--- config.mk ---
export PLATFORM = sky130hd
export DESIGN_NAME = risc_v_mike_bus_fabric
export DESIGN_NICKNAME = d
export VERILOG_FILES = /design/src/rtl/risc_v_mike_pkg.sv /design/src/rtl/risc_v_mike_bus_decoder.sv /design/src/rtl/risc_v_mike_bus_fabric.sv
export SDC_FILE = /design/constraint.sdc
export NUM_CORES = 1
export LEC_CHECK = 0
export ABC_AREA = 1
export BUFFER_PORTS_ARGS = -buffer_cell sky130_fd_sc_hd__buf_2
export CAP_MARGIN = 5
export CORE_AREA = 4 4 119 121
export CTS_BUF_LIST = sky130_fd_sc_hd__clkbuf_4
export CTS_CLUSTER_DIAMETER = 150
export DETAILED_ROUTE_END_ITERATION = 8
export DIE_AREA = 0 0 123 125
export PLACE_DENSITY = 0.75
export SLEW_MARGIN = 20
export SYNTH_ARGS = -nofsm -noshare
export SYNTH_HDL_FRONTEND = slang
export SYNTH_SLANG_ARGS = --single-unit
--- constraint.sdc ---
create_clock -name clk -period 3.6 [get_ports clk]
set_input_delay 1.08 -clock clk [delete_from_list [all_inputs] [get_ports clk]]
set_output_delay 1.08 -clock clk [all_outputs]
set_load 0.1 [all_outputs]
--- src/rtl/risc_v_mike_pkg.sv ---
// Shared types and constants for the risc_v_mike core and its memory bus.
package risc_v_mike_pkg;

  // Bus transaction engine states.
  typedef enum logic [1:0] {
    BUS_IDLE   = 2'd0,
    BUS_ACCESS = 2'd1,
    BUS_RESP   = 2'd2
  } t_bus_state;

  localparam int BUS_ERR_CNT_W = 8;

  // Default memory map: text, data, stack and MMIO regions (slaves 0..3).
  localparam logic [31:0] BUS_TEXT_BASE  = 32'h0040_0000;
  localparam logic [31:0] BUS_TEXT_MASK  = 32'hFFF0_0000;
  localparam logic [31:0] BUS_DATA_BASE  = 32'h1001_0000;
  localparam logic [31:0] BUS_DATA_MASK  = 32'hFFFF_0000;
  localparam logic [31:0] BUS_STACK_BASE = 32'h7FFF_0000;
  localparam logic [31:0] BUS_STACK_MASK = 32'hFFFF_0000;
  localparam logic [31:0] BUS_MMIO_BASE  = 32'hFFFF_0000;
  localparam logic [31:0] BUS_MMIO_MASK  = 32'hFFFF_0000;

  localparam logic [127:0] BUS_DEFAULT_BASE =
    {BUS_MMIO_BASE, BUS_STACK_BASE, BUS_DATA_BASE, BUS_TEXT_BASE};
  localparam logic [127:0] BUS_DEFAULT_MASK =
    {BUS_MMIO_MASK, BUS_STACK_MASK, BUS_DATA_MASK, BUS_TEXT_MASK};

endpackage

--- src/rtl/risc_v_mike_bus_decoder.sv ---
// Combinational address decoder: per-region match, lowest index wins.
module risc_v_mike_bus_decoder #(
  parameter int NUM_SLV = 4,
  parameter int ADDR_W  = 32,
  parameter logic [NUM_SLV*ADDR_W-1:0] SLV_BASE = '0,
  parameter logic [NUM_SLV*ADDR_W-1:0] SLV_MASK = '0,
  localparam int IDX_W = (NUM_SLV > 1) ? $clog2(NUM_SLV) : 1
) (
  input  logic [ADDR_W-1:0]  addr,
  output logic               hit,
  output logic [IDX_W-1:0]   idx,
  output logic [NUM_SLV-1:0] onehot
);

  logic [NUM_SLV-1:0] match;

  for (genvar gi = 0; gi < NUM_SLV; gi++) begin : g_match
    assign match[gi] =
      (addr & SLV_MASK[gi*ADDR_W +: ADDR_W]) == SLV_BASE[gi*ADDR_W +: ADDR_W];
  end

  // Scan from the top so the lowest matching index is the last to win.
  always_comb begin
    hit    = |match;
    idx    = '0;
    onehot = '0;
    for (int i = NUM_SLV - 1; i >= 0; i--) begin
      if (match[i]) begin
        idx       = IDX_W'(i);
        onehot    = '0;
        onehot[i] = 1'b1;
      end
    end
  end

endmodule

--- src/rtl/risc_v_mike_bus_fabric.sv ---
// Registered, handshaked bus fabric between the core port and NUM_SLV slaves.
module risc_v_mike_bus_fabric
  import risc_v_mike_pkg::*;
#(
  parameter int NUM_SLV = 4,
  parameter int ADDR_W  = 32,
  parameter int DATA_W  = 32,
  parameter logic [NUM_SLV*ADDR_W-1:0] SLV_BASE = '0,
  parameter logic [NUM_SLV*ADDR_W-1:0] SLV_MASK = '0,
  parameter int TIMEOUT = 15
) (
  input  logic                      clk,
  input  logic                      rst,
  input  logic                      mst_req,
  output logic                      mst_gnt,
  input  logic                      mst_write,
  input  logic [ADDR_W-1:0]         mst_addr,
  input  logic [DATA_W-1:0]         mst_wdata,
  output logic                      mst_rsp_valid,
  output logic [DATA_W-1:0]         mst_rdata,
  output logic                      mst_err,
  output logic [NUM_SLV-1:0]        slv_sel,
  output logic                      slv_write,
  output logic [ADDR_W-1:0]         slv_addr,
  output logic [DATA_W-1:0]         slv_wdata,
  input  logic [NUM_SLV-1:0]        slv_ready,
  input  logic [NUM_SLV*DATA_W-1:0] slv_rdata,
  output logic [7:0]                err_cnt
);

  localparam int IDX_W = (NUM_SLV > 1) ? $clog2(NUM_SLV) : 1;
  localparam logic [7:0] TIMEOUT_C = 8'(TIMEOUT);
  localparam logic [BUS_ERR_CNT_W-1:0] ERR_CNT_MAX = '1;

  t_bus_state state_reg, state_next;
  logic [ADDR_W-1:0]        addr_reg, addr_next;
  logic [DATA_W-1:0]        wdata_reg, wdata_next;
  logic                     write_reg, write_next;
  logic [IDX_W-1:0]         idx_reg, idx_next;
  logic [NUM_SLV-1:0]       sel_reg, sel_next;
  logic                     err_reg, err_next;
  logic [DATA_W-1:0]        rdata_reg, rdata_next;
  logic [7:0]               wait_reg, wait_next;
  logic [BUS_ERR_CNT_W-1:0] err_cnt_reg, err_cnt_next;

  logic               dec_hit;
  logic [IDX_W-1:0]   dec_idx;
  logic [NUM_SLV-1:0] dec_onehot;

  logic               sel_ready;
  logic [DATA_W-1:0]  sel_rdata;
  logic [ADDR_W-1:0]  sel_mask;
  logic               in_access;

  risc_v_mike_bus_decoder #(
    .NUM_SLV  (NUM_SLV),
    .ADDR_W   (ADDR_W),
    .SLV_BASE (SLV_BASE),
    .SLV_MASK (SLV_MASK)
  ) u_decoder (
    .addr   (mst_addr),
    .hit    (dec_hit),
    .idx    (dec_idx),
    .onehot (dec_onehot)
  );

  assign sel_ready = slv_ready[idx_reg];
  assign sel_rdata = slv_rdata[int'(idx_reg)*DATA_W +: DATA_W];
  assign sel_mask  = SLV_MASK[int'(idx_reg)*ADDR_W +: ADDR_W];
  assign in_access = (state_reg == BUS_ACCESS);

  // Slave-side signals come only from registered transaction state.
  assign slv_sel       = in_access ? sel_reg : '0;
  assign slv_write     = in_access & write_reg;
  assign slv_addr      = in_access ? (addr_reg & ~sel_mask) : '0;
  assign slv_wdata     = in_access ? wdata_reg : '0;
  assign mst_rsp_valid = (state_reg == BUS_RESP);
  assign mst_err       = (state_reg == BUS_RESP) & err_reg;
  assign mst_rdata     = rdata_reg;
  assign err_cnt       = err_cnt_reg;

  // State and transaction registers; reset aborts any transaction in flight.
  always_ff @(posedge clk or negedge rst) begin
    if (!rst) begin
      state_reg   <= BUS_IDLE;
      addr_reg    <= '0;
      wdata_reg   <= '0;
      write_reg   <= 1'b0;
      idx_reg     <= '0;
      sel_reg     <= '0;
      err_reg     <= 1'b0;
      rdata_reg   <= '0;
      wait_reg    <= '0;
      err_cnt_reg <= '0;
    end else begin
      state_reg   <= state_next;
      addr_reg    <= addr_next;
      wdata_reg   <= wdata_next;
      write_reg   <= write_next;
      idx_reg     <= idx_next;
      sel_reg     <= sel_next;
      err_reg     <= err_next;
      rdata_reg   <= rdata_next;
      wait_reg    <= wait_next;
      err_cnt_reg <= err_cnt_next;
    end
  end

  // Next-state logic: grant in IDLE, wait for ready or timeout, one-cycle response.
  always_comb begin
    state_next   = state_reg;
    addr_next    = addr_reg;
    wdata_next   = wdata_reg;
    write_next   = write_reg;
    idx_next     = idx_reg;
    sel_next     = sel_reg;
    err_next     = err_reg;
    rdata_next   = rdata_reg;
    wait_next    = wait_reg;
    err_cnt_next = err_cnt_reg;
    mst_gnt      = 1'b0;
    case (state_reg)
      BUS_IDLE: begin
        mst_gnt = mst_req & rst;
        if (mst_req) begin
          addr_next  = mst_addr;
          wdata_next = mst_wdata;
          write_next = mst_write;
          idx_next   = dec_idx;
          sel_next   = dec_onehot;
          wait_next  = '0;
          if (dec_hit) begin
            state_next = BUS_ACCESS;
          end else begin
            err_next   = 1'b1;
            rdata_next = '0;
            state_next = BUS_RESP;
          end
        end
      end
      BUS_ACCESS: begin
        wait_next = wait_reg + 8'd1;
        if (sel_ready) begin
          rdata_next = write_reg ? '0 : sel_rdata;
          err_next   = 1'b0;
          wait_next  = '0;
          state_next = BUS_RESP;
        end else if (wait_reg == TIMEOUT_C) begin
          rdata_next = '0;
          err_next   = 1'b1;
          wait_next  = '0;
          state_next = BUS_RESP;
        end
      end
      BUS_RESP: begin
        state_next = BUS_IDLE;
        if (err_reg && (err_cnt_reg != ERR_CNT_MAX)) begin
          err_cnt_next = err_cnt_reg + 1'b1;
        end
      end
      default: state_next = BUS_IDLE;
    endcase
  end

endmodule

==> out/qor.yml <==
floorplanning:
  die_y_um: 125
  rows: 42
  core_area_um2: 13090
  die_area_um2: 15380
  initial_core_util: 0.4049
  pin_count: 312
  die_x_um: 123
placement:
  portBuffers: 209
  place.gp.congestion: 0.8175
  hpwl_um: 9341
clock_network:
  post_cts_buffers: 0
  clock_sinks: 117
  cts-root-buf: "clkbuf_4"
  cts_buffers: 17
  ctsLongestPathBuffers: 2
  clkTransAtPathRegs_ns: 0.09
  cts_tree: "built"
  htree_levels: 4
  ctsResizeCount: 0
  hold_buffers: 0
  clk_latency_ns: 0.51
flow_run:
  maxCapViolCount: 0
logic_synthesis:
  ys_seq_elements: 117
  netlist_top_cells_count: "nor2_1, dfrtp_1, nand2_1"
  yosysTopAreaCellShare: 0.5527
  muxShareOfSynthArea: 0
  synth_ff_type: "dfrtp_1"
  synth_largest_area_cell: "dfrtp_1"
  synth_edf_count: 0
  synthXorXnorAreaFrac: 0.004960
  ys_async_sr_fraction: 1.000
  synth_top_family_by_area: "simple AND/OR/NAND/NOR gates"
  synth.distinct_cells: 29
  ys_warn_count: 0
  syn_area_um2: 5298
  synth-simple-area-share: 0.2622
  syn_area_per_cell_um2: 8.265
  synthTopCellsByArea: "dfrtp_1, nor2_1, nand2_1"
  synth-seq-area-share: 0.5527
  synthCells: 641
  synth_compound_gate_area_share: 0.07534
  synth_most_common_cell: "nor2_1"
  post_synth_fa_ha_maj_area_fraction: 0.004724
outcome:
  status: "finished clean"
grt:
  antenna_found_initial: 1
  grt_pass1_wl_um: 20640
  grt_max_degree: 84
  overflow: 0
  grt_pass1_vias: 4203
  grt_usage: 0.1691
timing:
  whs_ns: 0.4618
  worst_slew_pin_slew_ns: 0.8245
  rsz0062_at_grt: "no"
  finClkSkew_ns: 0.01312
  hold_viol_final: 0
  finalSetupViolations: 0
  slew_violations: 0
  period_minus_slack_ns: 3.387
  slew_headroom: 0.4503
  timing.fmax_mhz: 295.2
  period_share: 0.9408
  fin_setup_tns_ns: 0
drt:
  drt_iter0_drc: 249
  drc: 0
  viasPerCell: 4.565
  wl_um: 13270
  wl_per_cell_um: 12.92
  postRouteAntennaNets: 0
  vias: 4688
  dr.pass1.iters: 4
setup_path:
  cp.required_ns: 2.52
  crit_type: "register to output port"
  cp_data_arrival_time_ns: 2.31
  cp-end-kind: "output port"
  worstPathMaxFanout: 68
  crit_path_start_kind: "register"
final_layout:
  drive_above_1_share: 0.3094
  regArea_um2: 2928
  postLayoutCoreUtil: 0.5092
  multi_input_area_um2: 1861
  syn_to_final_growth_pct: 25.77
  fin_nets: 1042
  fillers: 1265
worst_hold_path:
  hold_class: "register to register"
-- final cells by class --
| cell class | count | area share |
|---|---|---|
| inverter | 84 | 0.04732 |
| clock buffer | 21 | 0.02366 |
| antenna | 1 | 0.0003756 |
| sequential | 117 | 0.4394 |
| timing repair buffer | 216 | 0.1675 |
| clock inverter | 8 | 0.009390 |
| tap | 176 | 0.03305 |
| multi-input combinational | 404 | 0.2792 |
-- cells by family after synthesis --
family / after synthesis
AOI/OAI and AO/OA: 74
xor gates and xnor gates: 3
adders and majority gates: 2
buffers and inverters: 122
DFF: 117
other: 1
and+or+nand+nor: 322
-- path summary, 6_finish.rpt --
path | from | to | slack (ns) | cells past startpoint
worst max-delay path | state_reg[1]$_DFFE_PN0P_ | slv_wdata[20] | 0.21 | 4
worst min-delay path | sel_reg[0]$_DFFE_PN0P_ | sel_reg[0]$_DFFE_PN0P_ | 0.46 | 2
worst max register to register | state_reg[0]$_DFFE_PN0P_ | wdata_reg[15]$_DFFE_PN0P_ | 1.52 | 6
worst min register to register | sel_reg[0]$_DFFE_PN0P_ | sel_reg[0]$_DFFE_PN0P_ | 0.46 | 2
max in group asynchronous | rst | addr_reg[4]$_DFFE_PN0P_ | 1.69 | 3
min in group asynchronous | rst | err_cnt[4]$_DFFE_PN0P_ | 0.66 | 2
-- per-stage QoR --
step	area [µm²]	setup WS, ns	std cells
2_1_floorplan	5308	0.2166	643
3_3_place_gp	6440	0.7528	997
3_5_place_dp	6440	0.7646	997
4_1_cts	6660	0.1885	1026
5_1_grt	6663	0.06490	1027
6_report	6663	0.2130	1027
-- cells in the final DEF (no fill, tap or decap), types with 2 or more instances in the layout --
| master | synthesis | routed |
|---|---|---|
| a21oi_1 | 66 | 66 |
| buf_2 | 22 | 207 |
| buf_4 | 5 | 8 |
| clkbuf_4 | 0 | 21 |
| clkinv_1 | 1 | 5 |
| clkinv_2 | 0 | 2 |
| conb_1 | 1 | 3 |
| dfrtp_1 | 117 | 117 |
| ha_1 | 2 | 2 |
| inv_1 | 79 | 79 |
| inv_2 | 4 | 4 |
| nand2_1 | 111 | 111 |
| nand2_2 | 9 | 9 |
| nand2_4 | 3 | 3 |
| nand3_1 | 8 | 8 |
| nand4_1 | 36 | 36 |
| nor2_1 | 150 | 149 |
| o21bai_1 | 3 | 3 |
| xnor2_1 | 2 | 2 |
-- critical path: stages (launching register included) --
cell     delay (ns)
dfrtp_1        0.39
inv_2          0.13
nand2_4        0.42
nor2_1         0.35
buf_2          0.48
-- routing by layer --
layer,global-route usage,vias up,wire length (µm)
li1,-,2382,-
met1,0.2341,2117,5979
met5,0,-,0
met3,0.05827,18,1091
met2,0.2486,171,5953
met4,0.05668,0,242
Power is left out: the tool's default activity adds up to more than one toggle a clock period on the data nets, which glitch-free logic cannot reach.
